$ cat config.mk
export PLATFORM = sky130hd
export DESIGN_NAME = spi_cmd_frontend
export DESIGN_NICKNAME = d
export VERILOG_FILES = /design/src/rtl/spi_cmd_pkg.sv /design/src/rtl/spi_cmd_frontend.sv
export SDC_FILE = /design/constraint.sdc
export NUM_CORES = 1
export LEC_CHECK = 0
export CELL_PAD_IN_SITES_DETAIL_PLACEMENT = 0
export CELL_PAD_IN_SITES_GLOBAL_PLACEMENT = 2
export CORE_MARGIN = 2
export CORE_UTILIZATION = 37
export CTS_BUF_LIST = sky130_fd_sc_hd__clkbuf_8
export DETAILED_ROUTE_END_ITERATION = 10
export HOLD_SLACK_MARGIN = 0.02
export PLACE_DENSITY_LB_ADDON = 0.1
export SETUP_SLACK_MARGIN = 0.3
export SLEW_MARGIN = 20
export SYNTH_ARGS = -nofsm -noshare
export SYNTH_HDL_FRONTEND = slang
export SYNTH_SLANG_ARGS = --single-unit
$ cat constraint.sdc
create_clock -name i_sclk -period 8.55 [get_ports i_sclk]
set_input_delay 2.1375 -clock i_sclk [delete_from_list [all_inputs] [get_ports i_sclk]]
set_output_delay 2.1375 -clock i_sclk [all_outputs]
set_load 0.05 [all_outputs]
$ cat src/rtl/spi_cmd_pkg.sv
// Shared types and constants for the SPI command front end.
package spi_cmd_pkg;

  typedef enum logic [2:0] {
    S_OPC,
    S_ADDR,
    S_WDATA,
    S_DUMMY,
    S_RDATA,
    S_DONE
  } spi_cmd_state_e;

  localparam logic [7:0]  OP_WR_DEF      = 8'h02;
  localparam logic [7:0]  OP_RD_DEF      = 8'h03;

  localparam int unsigned OPC_BITS       = 8;
  localparam int unsigned ADDR_W_DEF     = 8;
  localparam int unsigned DATA_W_DEF     = 32;
  localparam int unsigned DUMMY_BITS_DEF = 8;

  function automatic int unsigned max2(input int unsigned a, input int unsigned b);
    return (a > b) ? a : b;
  endfunction

endpackage

$ cat src/rtl/spi_cmd_frontend.sv
// SPI-clock-domain command parser: opcode/address/data frames become write and
// read-request hand-offs (toggle + held bus) and read data is returned on MISO.
module spi_cmd_frontend
  import spi_cmd_pkg::*;
#(
  parameter int unsigned ADDR_W     = ADDR_W_DEF,
  parameter int unsigned DATA_W     = DATA_W_DEF,
  parameter logic [7:0]  OP_WR      = OP_WR_DEF,
  parameter logic [7:0]  OP_RD      = OP_RD_DEF,
  parameter int unsigned DUMMY_BITS = DUMMY_BITS_DEF
) (
  input  logic              i_sclk,
  input  logic              i_rst_n,
  input  logic              i_ss_n,
  input  logic              i_mosi,
  output logic              o_miso,
  output logic [ADDR_W-1:0] o_wr_addr,
  output logic [DATA_W-1:0] o_wr_data,
  output logic              o_wr_tgl,
  output logic [ADDR_W-1:0] o_rd_addr,
  output logic              o_rd_tgl,
  input  logic [DATA_W-1:0] i_rd_data,
  output logic [7:0]        o_bad_op_cnt
);

  localparam int unsigned RX_W   = max2(OPC_BITS, max2(ADDR_W, DATA_W));
  localparam int unsigned MAXLEN = max2(max2(OPC_BITS, DUMMY_BITS), max2(ADDR_W, DATA_W));
  localparam int unsigned CNT_W  = $clog2(MAXLEN);

  logic                 w_frm_rst_n;
  spi_cmd_state_e       r_state;
  spi_cmd_state_e       w_state_nxt;
  logic [CNT_W-1:0]     r_cnt;
  logic [RX_W-2:0]      r_rx;
  logic [RX_W-1:0]      w_rx_nxt;
  logic [DATA_W-1:0]    r_tx;
  logic [ADDR_W-1:0]    r_addr;
  logic                 r_is_rd;
  logic                 w_is_rd_nxt;
  logic                 w_phase_end;
  logic                 w_wr_done;
  logic                 w_rd_req;
  logic                 w_bad_op;
  logic                 w_load_tx;
  logic                 r_miso;
  logic [ADDR_W-1:0]    r_wr_addr;
  logic [DATA_W-1:0]    r_wr_data;
  logic                 r_wr_tgl;
  logic [ADDR_W-1:0]    r_rd_addr;
  logic                 r_rd_tgl;
  logic [7:0]           r_bad_op_cnt;

  // Deasserting chip select restarts the frame parser without touching the hand-off registers.
  assign w_frm_rst_n = i_rst_n & ~i_ss_n;
  assign w_rx_nxt    = {r_rx, i_mosi};

  always_ff @(posedge i_sclk or negedge w_frm_rst_n) begin
    if (!w_frm_rst_n) r_state <= S_OPC;
    else              r_state <= w_state_nxt;
  end

  always_comb begin
    w_state_nxt = r_state;
    w_is_rd_nxt = r_is_rd;
    w_phase_end = 1'b0;
    w_wr_done   = 1'b0;
    w_rd_req    = 1'b0;
    w_bad_op    = 1'b0;
    w_load_tx   = 1'b0;
    unique case (r_state)
      S_OPC: begin
        if (r_cnt == CNT_W'(OPC_BITS - 1)) begin
          w_phase_end = 1'b1;
          if (w_rx_nxt[7:0] == OP_WR) begin
            w_state_nxt = S_ADDR;
            w_is_rd_nxt = 1'b0;
          end else if (w_rx_nxt[7:0] == OP_RD) begin
            w_state_nxt = S_ADDR;
            w_is_rd_nxt = 1'b1;
          end else begin
            w_state_nxt = S_DONE;
            w_bad_op    = 1'b1;
          end
        end
      end
      S_ADDR: begin
        if (r_cnt == CNT_W'(ADDR_W - 1)) begin
          w_phase_end = 1'b1;
          if (r_is_rd) begin
            w_state_nxt = S_DUMMY;
            w_rd_req    = 1'b1;
          end else begin
            w_state_nxt = S_WDATA;
          end
        end
      end
      S_WDATA: begin
        if (r_cnt == CNT_W'(DATA_W - 1)) begin
          w_phase_end = 1'b1;
          w_wr_done   = 1'b1;
          w_state_nxt = S_DONE;
        end
      end
      S_DUMMY: begin
        if (r_cnt == CNT_W'(DUMMY_BITS - 1)) begin
          w_phase_end = 1'b1;
          w_load_tx   = 1'b1;
          w_state_nxt = S_RDATA;
        end
      end
      S_RDATA: begin
        if (r_cnt == CNT_W'(DATA_W - 1)) begin
          w_phase_end = 1'b1;
          w_state_nxt = S_DONE;
        end
      end
      S_DONE: begin
        w_state_nxt = S_DONE;
      end
      default: begin
        w_state_nxt = S_DONE;
      end
    endcase
  end

  always_ff @(posedge i_sclk or negedge w_frm_rst_n) begin
    if (!w_frm_rst_n) begin
      r_cnt   <= '0;
      r_rx    <= '0;
      r_tx    <= '0;
      r_addr  <= '0;
      r_is_rd <= 1'b0;
    end else begin
      r_is_rd <= w_is_rd_nxt;
      if (r_state != S_DONE) begin
        r_rx  <= w_rx_nxt[RX_W-2:0];
        r_cnt <= w_phase_end ? '0 : r_cnt + 1'b1;
      end
      if ((r_state == S_ADDR) && w_phase_end) r_addr <= w_rx_nxt[ADDR_W-1:0];
      if (w_load_tx)                  r_tx <= i_rd_data;
      else if (r_state == S_RDATA)    r_tx <= {r_tx[DATA_W-2:0], 1'b0};
    end
  end

  // MISO launches on the falling edge so the master's rising-edge sample sees a settled bit.
  always_ff @(negedge i_sclk or negedge w_frm_rst_n) begin
    if (!w_frm_rst_n)             r_miso <= 1'b0;
    else if (r_state == S_RDATA)  r_miso <= r_tx[DATA_W-1];
    else                          r_miso <= 1'b0;
  end

  always_ff @(posedge i_sclk or negedge i_rst_n) begin
    if (!i_rst_n) begin
      r_wr_addr    <= '0;
      r_wr_data    <= '0;
      r_wr_tgl     <= 1'b0;
      r_rd_addr    <= '0;
      r_rd_tgl     <= 1'b0;
      r_bad_op_cnt <= '0;
    end else begin
      if (w_wr_done) begin
        r_wr_addr <= r_addr;
        r_wr_data <= w_rx_nxt[DATA_W-1:0];
        r_wr_tgl  <= ~r_wr_tgl;
      end
      if (w_rd_req) begin
        r_rd_addr <= w_rx_nxt[ADDR_W-1:0];
        r_rd_tgl  <= ~r_rd_tgl;
      end
      if (w_bad_op && (r_bad_op_cnt != 8'hFF)) r_bad_op_cnt <= r_bad_op_cnt + 8'd1;
    end
  end

  assign o_miso       = r_miso;
  assign o_wr_addr    = r_wr_addr;
  assign o_wr_data    = r_wr_data;
  assign o_wr_tgl     = r_wr_tgl;
  assign o_rd_addr    = r_rd_addr;
  assign o_rd_tgl     = r_rd_tgl;
  assign o_bad_op_cnt = r_bad_op_cnt;

endmodule

---- Word-level counts from Yosys, hierarchy flattened ----
Index checks and enable logic that the tools add are counted.
word-level totals
  register bits after elaboration ......... 139
  output and inout bits ................... 59
  word-level logic and storage cells ...... 68
operators by class
  $add $sub $neg .......................... 2
  eq/ne operators ......................... 14
  multiplexer cells ....................... 26
  bitwise logic cells ..................... 4
  reductions and logical operators ........ 9
operators with widths
  operator                                        number
  two-way mux 32 bit                              2
  two-way mux 3 bit                               6
  == test 8 x 2 -> 1 bit (second input constant)  2
  two-way mux 1 bit                               15
  case mux 3 bit (4 select lines)                 1
  adder 8 x 1 -> 8 bit (second input constant)    1
  != test 8 bit (second input constant)           1
  == test 3 x 2 -> 1 bit (second input constant)  2
  != test 2 bit (second input constant)           3
  adder 5 x 1 -> 5 bit (second input constant)    1
  == test 5 x 3 -> 1 bit (second input constant)  1
  == test 5 bit (second input constant)           1
  two-way mux 5 bit                               1
  AND reduction 4 bit                             1
  nonzero test 2 bit                              2
  == test 3 x 1 -> 1 bit (second input constant)  1
  == test 3 bit (second input constant)           1
  logical NOT 3 bit                               1
  != test 3 bit (second input constant)           1
  NOT 1 bit                                       3
  AND reduction 3 bit                             1
  OR reduction 3 bit                              1
  logical AND 1 bit                               2
  != test 2 x 1 -> 1 bit (second input constant)  1
  3 further kinds                                 3

---- Longest topological paths before layout ----
  depth after elaboration ................. 6
  mapped depth ............................ 7
  mapped depth without buffers ............ 7

==> impl_metrics.json <==
{
  "grt_busiest_layer": "met2",
  "layout_commonest_cell": "sky130_fd_sc_hd__dfrtp_1",
  "clkTransAtPathRegs_ps": 70,
  "number_of_drc_violations_after_detailed_routing_iteration_0": 206,
  "postSynthCellCount": 469,
  "cts_post_setup_buffers_inserted": 0,
  "max_cap_viol_count": 0,
  "portBuffers": 94,
  "rsz0062_at_grt": "no",
  "grt_use_total_pct": 16.0,
  "grt.met2_usage_pct": 25.1,
  "critPathRequiredTime_ps": 6410,
  "final_layout_size_suffix_gt1_share_pct": 19.9,
  "cts_tree": "built",
  "ctsRootBufferMaster": "sky130_fd_sc_hd__clkbuf_8",
  "drt-vias-per-instance": 5.01,
  "use_met3_pct": 4.99,
  "critical_path.max_stage_delay_ps": 790,
  "route.vias.total": 3842,
  "post_synth_edffs": 0,
  "register_bit_total_from_synthesis": 139,
  "yosys.cell_types.count": 43,
  "grt_pass1_vias": 4037,
  "route.detailed.drc": 0,
  "fraction_of_the_yosys_area_taken_by_sequential_cells_pct": 60.6,
  "crit_type": "flip-flop to output pin",
  "outcome": "finished, final reports clean",
  "dominantRegCellSynth": "sky130_fd_sc_hd__dfrtp_1",
  "final_cell_area_sq_mm": 0.00734,
  "most-common-layout-cells": "138 x sky130_fd_sc_hd__dfrtp_1, 104 x sky130_fd_sc_hd__nand2_1, 93 x sky130_fd_sc_hd__clkdlybuf4s50_1, 59 x sky130_fd_sc_hd__mux2_2, 32 x sky130_fd_sc_hd__a22o_1",
  "grt_antenna_before_repair": 0,
  "wirelength_mm": 12.0,
  "setup_tns_ps": 0,
  "number_of_cell_rows": 45,
  "drt_pass1_iterations": 4,
  "critical_path.slowest_cell": "sky130_fd_sc_hd__clkdlybuf4s50_1",
  "gp_routability_congestion": 0.741,
  "grt_max_degree": 81,
  "antennaDiodeCount": 0,
  "timing.final.max_slew_violations": 0,
  "cp-start-kind": "flip-flop",
  "die_x_um": 129,
  "boundaryPins": 95,
  "final-hold-violation-count": 0,
  "core_area_sq_mm": 0.0152,
  "synthDominantAreaCellType": "sky130_fd_sc_hd__dfrtp_1",
  "total_global_routing_overflow": 0,
  "worstPathMaxFanout": 1,
  "clk_path_buf_depth": 2,
  "critical_path_cell_sequence": "clkdlybuf4s50_1",
  "leakage_nw": 3.75,
  "arrival_time_reported_for_the_critical_path_endpoint_ps": 5840,
  "ir_worst_vdd_mv": 0.0948,
  "synth_largest_type_area_fraction_pct": 60.2,
  "power.density_mw_per_mm2": 177,
  "syn_avg_cell_area_sq_um": 12.2,
  "finish.net_count": 605,
  "async_set_or_reset_flop_fraction_in_the_synthesized_netlist_pct": 100,
  "max_slew_margin_pct": 44.6,
  "placed_area_sq_mm": 0.00690,
  "cts_made_buffers": 17,
  "floorplan.initialDensity_pct": 37.8,
  "netlist_area_sq_mm": 0.00574,
  "worst_path_dominant_cell_family": "buffers and inverters",
  "timing.clock.skew_ps": 45.1,
  "cp-end-kind": "output pin",
  "cts_hold_buffers": 0,
  "clk_latency_ps": 430,
  "htree_num_levels": 4,
  "avgRoutedWirePerCell_um": 15.6,
  "critical_path_buf_inv_count": 1,
  "groute.layer.met1.usage_pct": 21.3,
  "hold_path_class": "flip-flop to flip-flop",
  "setup_viol_count_final": 0,
  "yosys-top-cells-area": "sky130_fd_sc_hd__dfrtp_1 60%, sky130_fd_sc_hd__mux2_2 12%, sky130_fd_sc_hd__nand2_1 6.8%",
  "synth.net_count": 508,
  "die-area_sq_mm": 0.0165,
  "area_growth_pct": 27.8,
  "global_route_wire_length_before_repair_mm": 20.5,
  "drtAntennaViolNets": 0,
  "die-height_um": 129,
  "post_cts_resized": 0,
  "worst_pin_slew_ps": 819,
  "dpl.hpwl_mm": 7.39,
  "clock_tree_sinks": 139,
  "ys_warn_count": 0
}
sequential cells by signal, indices dropped and copies added (netlist names), 3 cells and up:
name / cells
r_addr: 8
r_state: 3
o_bad_op_cnt: 8
o_rd_addr: 8
o_wr_addr: 8
r_rx: 31
r_tx: 32
o_wr_data: 32
r_cnt: 5
path summary, 6_finish.rpt:
kind,startpoint,to,slack (ps),depth (start not counted)
max reg2reg,r_state[1],o_miso,2760,4
min in group asynchronous,i_rst_n,o_rd_addr[5],1820,2
min,o_wr_tgl,o_wr_tgl,480,1
min reg2reg,o_wr_tgl,o_wr_tgl,480,1
max in group asynchronous,i_ss_n,o_miso,2240,2
max,o_miso,o_miso,570,1
per-stage QoR:
step,setup WS [ps],hold slack [ps],cells,utilization [%],power (mW)
2_1_floorplan,693,433,469,-,0.705
3_3_place_gp,975,450,735,45.4,0.738
3_5_place_dp,970,460,735,45.4,0.740
4_1_cts,538,482,767,48.2,1.31
5_1_grt,515,488,767,48.3,1.35
6_report,569,478,767,48.3,1.30
cell usage after synthesis, types with 5 or more instances:
cell type                  instances
sky130_fd_sc_hd__a22o_1           32
sky130_fd_sc_hd__o21ai_0           5
sky130_fd_sc_hd__a21o_1           30
sky130_fd_sc_hd__a21oi_1           5
sky130_fd_sc_hd__nor2_1           10
sky130_fd_sc_hd__dfrtp_1         138
sky130_fd_sc_hd__mux2_2           59
sky130_fd_sc_hd__xor2_1            6
sky130_fd_sc_hd__clkbuf_1         18
sky130_fd_sc_hd__nand2_1         104
sky130_fd_sc_hd__nand3_1           7
sky130_fd_sc_hd__buf_2             5
sky130_fd_sc_hd__inv_1             5
cells by family after synthesis:
logic type | share of synthesized area [%]
muxes | 12.7
AOI/OAI and AO/OA | 10.6
xor gates and xnor gates | 1.07
buffers and inverters | 2.14
DFF | 60.6
and+or+nand+nor | 12.3
adders and majority gates | 0.654
report_power, final:
part	total, mW	internal [mW]	switching [mW]
sequential	0.680	0.667	0.0134
combinational	0.0453	0.0211	0.0243
clock	0.570	0.318	0.252
total	1.30	1.01	0.290
final cells by class:
class / instances / area, sq um
clock inverters: 11 / 143
inverters: 5 / 18.8
repair buffers: 102 / 1000
well taps: 188 / 235
fillers: 1413 / 7870
clock buffers: 21 / 289
multi-input cells: 301 / 2170
flip-flops and latches: 139 / 3480
metal layers:
layer / up-vias / part of all wire, %
li1: 1830 / -
met1: 1925 / 48
met2: 77 / 47
met3: 10 / 4.6
met4: 0 / 1.1
met5: - / 0
No activity file was read; power rests on OpenSTA's default activity.
==> edit 1: new RTL, config.mk and constraints unchanged <==
Make the reset (`i_rst_n` and `w_frm_rst_n`) synchronous in 4 clocked blocks.
--- a/src/rtl/spi_cmd_frontend.sv
+++ b/src/rtl/spi_cmd_frontend.sv
@@ -55,5 +55,5 @@
   assign w_rx_nxt    = {r_rx, i_mosi};
 
-  always_ff @(posedge i_sclk or negedge w_frm_rst_n) begin
+  always_ff @(posedge i_sclk) begin
     if (!w_frm_rst_n) r_state <= S_OPC;
     else              r_state <= w_state_nxt;
@@ -124,5 +124,5 @@
   end
 
-  always_ff @(posedge i_sclk or negedge w_frm_rst_n) begin
+  always_ff @(posedge i_sclk) begin
     if (!w_frm_rst_n) begin
       r_cnt   <= '0;
@@ -144,5 +144,5 @@
 
   // MISO launches on the falling edge so the master's rising-edge sample sees a settled bit.
-  always_ff @(negedge i_sclk or negedge w_frm_rst_n) begin
+  always_ff @(negedge i_sclk) begin
     if (!w_frm_rst_n)             r_miso <= 1'b0;
     else if (r_state == S_RDATA)  r_miso <= r_tx[DATA_W-1];
@@ -150,5 +150,5 @@
   end
 
-  always_ff @(posedge i_sclk or negedge i_rst_n) begin
+  always_ff @(posedge i_sclk) begin
     if (!i_rst_n) begin
       r_wr_addr    <= '0;
Check against the original RTL: not checked (the comparison handles one clock edge and no latches or derived clocks); the edit may change what the design does.
==> edit 1 against the original RTL <==
Synthesized cell count up 35%. Sequential cell count stayed put. Total power down 5.0%. Via count rose by 17%. Routed wire length is 0.89% higher. Critical path type unchanged. Critical endpoint unchanged. Synthesized area shrank 6.1%. Hold slack worse by 0.026 ns. Non-clock buffer count increased by 2. Setup slack better by 0.031 ns. Cell area shrank 6.4%.
==> edit 1: results (changes against the original RTL) <==
| Step | Quantity | Value | Change |
|:---|:---|:---|:---|
| finish | Total number of multi-input combinational cells | 441 | +47% |
| sta | Worst clock skew | 0.006853 ns | -0.03822 ns |
| route | Detailed-route vias per instance | 4.966 | -0.86% |
| sta | Least setup slack across all paths after layout | 0.5997 ns | +0.03071 ns |
| finish | Seq Cell Count | 139 | unchanged |
| setup path | First element of the critical path | o_miso |  |
| place | Detail Placement HPWL | 7536 um | +2.0% |
| place | Pre-CTS setup slack | 1.003 ns | +0.03309 ns |
| sta | Transition time at the pin with the least slew margin | 1.028 ns | +0.2083 ns |
| run status | Result of the run | finished, final reports clean |  |
| global routing | Largest net degree at the start of global routing | 76 | -6.2% |
| synth | Number of nets in the synthesized netlist | 673 | +32% |
| finish | Flip-flop and latch area | 2783 um2 | -20% |
| finish | Multi-input gate share of the layout cell area | 34.91% | +5.3 points |
| place | Routability Congestion | 0.7420 | +0.16% |
| global routing | Global-route wire length before repair | 20450 um | -0.40% |
| global routing | Via count of the first global-routing pass | 4163 | +3.1% |
| worst hold path | Hold Path Depth | 2 | +1 |
| worst hold path | Worst Hold Launch | r_addr[5] |  |
| place | Placed cells | 875 | +19% |
| finish | Non-clock inverters | 6 | +1 |
| finish | Share of cells above drive strength 1 | 6.639% | -13 points |
| finish | Non-filler cells, final | 907 | +18% |
| power | Leakage power of the design | 2.173 nW | -42% |
| route | Initial DRC count | 255 | +24% |
| finish | FILL cells | 1396 | -1.2% |
| synth | Largest cells by area after synthesis | sky130_fd_sc_hd__dfxtp_1 52%, sky130_fd_sc_hd__nand2_1 11%, sky130_fd_sc_hd__a21oi_1 7.7% |  |
| place | Placed cell areas | 6451 um2 | -6.5% |
| finish | Count of clock-net buffers in the final layout | 19 | -9.5% |
| synth | Leading cell types by count after synthesis | 158 x sky130_fd_sc_hd__nand2_1, 139 x sky130_fd_sc_hd__dfxtp_1, 83 x sky130_fd_sc_hd__a21oi_1, 49 x sky130_fd_sc_hd__nor2_1, 41 x sky130_fd_sc_hd__mux2i_1 |  |
| finish | Buffers, non-clock | 104 | +2.0% |
-- edit 1: cells by family after synthesis --
family,count (synthesis),synth area share [%]
simple gates,255,20.20
flops,139,51.64
compound gates,136,14.72
buf+inv,54,4.156
mux,41,7.615
xor+xnor,6,0.9751
fa+ha+maj,3,0.6966
-- edit 1: metal layers --
metal  vias up  GRT usage (%)
met1      2094          20.87
met5         -              0
met2        78          25.20
met3        21          4.253
met4         0          6.543
li1       2311              -
-- edit 1: power groups by stage --
stage / sequential (mW) / combinational [mW] / clock (mW)
finish: 0.649 / 0.0319 / 0.551
global placement: 0.664 / 0.0324 / 0.00146
floorplan: 0.663 / 0.0114 / 0.00146
CTS: 0.648 / 0.0325 / 0.571
detailed placement: 0.664 / 0.0324 / 0.00146
global route: 0.649 / 0.0347 / 0.602
-- edit 1: tightest hold or removal path: stages, from the launching register on --
cell and delay [ns]:
sky130_fd_sc_hd__dfxtp_1 0.31, sky130_fd_sc_hd__nand2_1 0.05, sky130_fd_sc_hd__a21oi_1 0.05
==> edit 2: new RTL, same settings <==
Made on the original files. The package constant `DUMMY_BITS_DEF` goes from 8 to 4.
--- a/src/rtl/spi_cmd_pkg.sv
+++ b/src/rtl/spi_cmd_pkg.sv
@@ -17,5 +17,5 @@
   localparam int unsigned ADDR_W_DEF     = 8;
   localparam int unsigned DATA_W_DEF     = 32;
-  localparam int unsigned DUMMY_BITS_DEF = 8;
+  localparam int unsigned DUMMY_BITS_DEF = 4;
 
   function automatic int unsigned max2(input int unsigned a, input int unsigned b);
Check against the original RTL: not checked (the comparison handles one clock edge and no latches or derived clocks); the edit may change what the design does.
==> edit 2 against the original RTL <==
Sequential cell count unchanged. Routed wire length decreased by 3.6%. First-iteration DRC count increased by 5.3%. Total power increased by 4.7%. Setup slack got worse by 0.0058 ns. Synthesized area decreased by 1.6%. Sequential share of layout area increased by 0.99 points. Synthesized cell count increased by 5.1%. Cell area decreased by 2.0%. Critical path type unchanged. Critical endpoint unchanged.
==> edit 2: results (changes against the original RTL) <==
| Step | Quantity | Value | Change |
|:---|:---|:---|:---|
| synth | Post-synthesis cell type count | 35 | -19% |
| place | Detail Placement HPWL | 7415 um | +0.33% |
| route | Detailed-route vias per instance | 4.858 | -3.0% |
| synth | Syn Inst Count | 493 | +5.1% |
| finish | Share of cells above drive strength 1 | 8.819% | -11 points |
| place | Placed cells | 757 | +3.0% |
| sta | Worst clock skew | 0.04866 ns | +0.003594 ns |
| sta | Worst relative slew slack | 31.30% | -13 points |
| route | Initial DRC count | 217 | +5.3% |
| synth | Leading cell types by count after synthesis | 165 x sky130_fd_sc_hd__nand2_1, 138 x sky130_fd_sc_hd__dfrtp_1, 59 x sky130_fd_sc_hd__mux2_1, 30 x sky130_fd_sc_hd__a22oi_1 |  |
| synth | Most frequently used flop master after synthesis | sky130_fd_sc_hd__dfrtp_1 |  |
| setup path | R2r setup slk | 3.02 ns | +0.26 ns |
| clock network | Largest buffer count on any clock path | 2 | unchanged |
| global routing | Global-route wire length before repair | 19880 um | -3.2% |
| route | Average wire length per cell after detail routing | 14.65 um | -6.3% |
| clock network | CTS Root Cell | sky130_fd_sc_hd__clkbuf_8 |  |
| sta | Setup Viol. Count Final | 0 | unchanged |
| worst hold path | Min-delay worst type | reg -> reg |  |
| finish | FILL cells | 1411 | -0.14% |
| run status | Result of the run | finished, final reports clean |  |
| global routing | Number of antenna violations at the first check in global routing | 0 | unchanged |
| global routing | Largest net degree at the start of global routing | 76 | -6.2% |
| setup path | Count of cells along the worst register-to-register path | 2 | -2 |
| synth | Number of nets in the synthesized netlist | 532 | +4.7% |
| synth | Post-synthesis sequential area ratio | 61.59% | +0.98 points |
| setup path | Arrival time at the worst endpoint | 5.85 ns | about the same |
| setup path | End of the worst register-to-register path | o_miso |  |
| finish | Number of nets in the final layout | 627 | +3.6% |
| place | Routability Congestion | 0.7246 | -2.2% |
| global routing | Global-route usage over all layers | 15.67% | -0.30 points |
| clock network | CTS Buf Count | 17 | unchanged |
| route | Detailed-route wire length | 11560 um | -3.6% |
| synth | Largest cells by area after synthesis | sky130_fd_sc_hd__dfrtp_1 61%, sky130_fd_sc_hd__mux2_1 12%, sky130_fd_sc_hd__nand2_1 11% |  |
| global routing | Via count of the first global-routing pass | 3952 | -2.1% |
| synth | Number of warnings printed during yosys synthesis | 0 | unchanged |
| setup path | Crit path to | o_miso |  |
| power | Maximum ir drop on the vdd rail | 105.5 uV | +11% |
| power | Leakage power of the design | 3.514 nW | -6.2% |
-- edit 2: cell count changes after synthesis, sizes merged, moves of 5 or more --
cell    unedited run  this run
buf                6        16
a22oi              1        30
xnor2              1         6
nand2            104       165
a21o              30         0
nand4              1         7
clkbuf            18         9
a22o              32         2
-- edit 2: cells by family (layout without fill, tap and decap cells) --
kind of cell             Yosys count  in the layout  share of synthesized area, %
AND/OR/NAND/NOR                  206            206                         15.80
flip-flops                       139            139                         61.59
multiplexers                      62             62                         12.38
AO/OA/AOI/OAI                     45             45                         5.516
buffers and inverters             28            136                         2.503
XOR/XNOR                          10             10                         1.551
adder cells (fa/ha/maj)            3              3                        0.6647
-- edit 2: layout make-up --
class / instances / area, um2 / area share, %
tap: 188 / 235.2 / 3.274
inverter: 3 / 11.26 / 0.1567
clock inverter: 14 / 168.9 / 2.351
clock buffer: 18 / 247.7 / 3.448
timing repair buffer: 101 / 992.2 / 13.81
multi-input combinational: 326 / 2052 / 28.56
sequential: 139 / 3478 / 48.41
-- edit 2: per-layer routing --
| metal | part of all wire [%] | global-route usage [%] | vias up |
|---|---|---|---|
| met5 | 0 | 0 | - |
| met4 | 1.7 | 6.012 | 0 |
| met3 | 3.5 | 4.690 | 16 |
| met2 | 47 | 23.66 | 72 |
| met1 | 48 | 21.36 | 1896 |
| li1 | - | - | 1849 |
-- edit 2: power by group --
| group | switching [mW] | internal (mW) |
|---|---|---|
| sequential | 0.0336 | 0.699 |
| clock | 0.253 | 0.297 |
| combinational | 0.0406 | 0.0349 |
| total | 0.327 | 1.03 |
-- edit 2: worst min-delay path by stage --
stage / from / to / slack, ns / depth (start not counted)
after global placement: o_wr_tgl / o_wr_tgl / 0.45 / 1
after global routing: r_tx[8] / r_tx[8] / 0.49 / 2
after detailed placement: o_wr_tgl / o_wr_tgl / 0.46 / 1
after CTS: o_wr_tgl / o_wr_tgl / 0.47 / 1
after floorplan: r_rx[30] / r_rx[30] / 0.43 / 2
final: o_wr_tgl / o_wr_tgl / 0.47 / 1
-- edit 2: metrics by stage --
| stage | total power, mW | setup slack, ns | area [um2] | util, % | hold slack [ns] |
|---|---|---|---|---|---|
| after floorplan | 0.7785 | 0.6925 | 5655 | - | 0.4348 |
| after global placement | 0.8193 | 0.9668 | 6765 | 45.00 | 0.4544 |
| after detailed placement | 0.8229 | 0.9742 | 6765 | 45.00 | 0.4565 |
| after CTS | 1.381 | 0.5300 | 7182 | 47.77 | 0.4711 |
| after global routing | 1.433 | 0.5125 | 7186 | 47.80 | 0.4935 |
| final | 1.357 | 0.5631 | 7186 | 47.80 | 0.4687 |
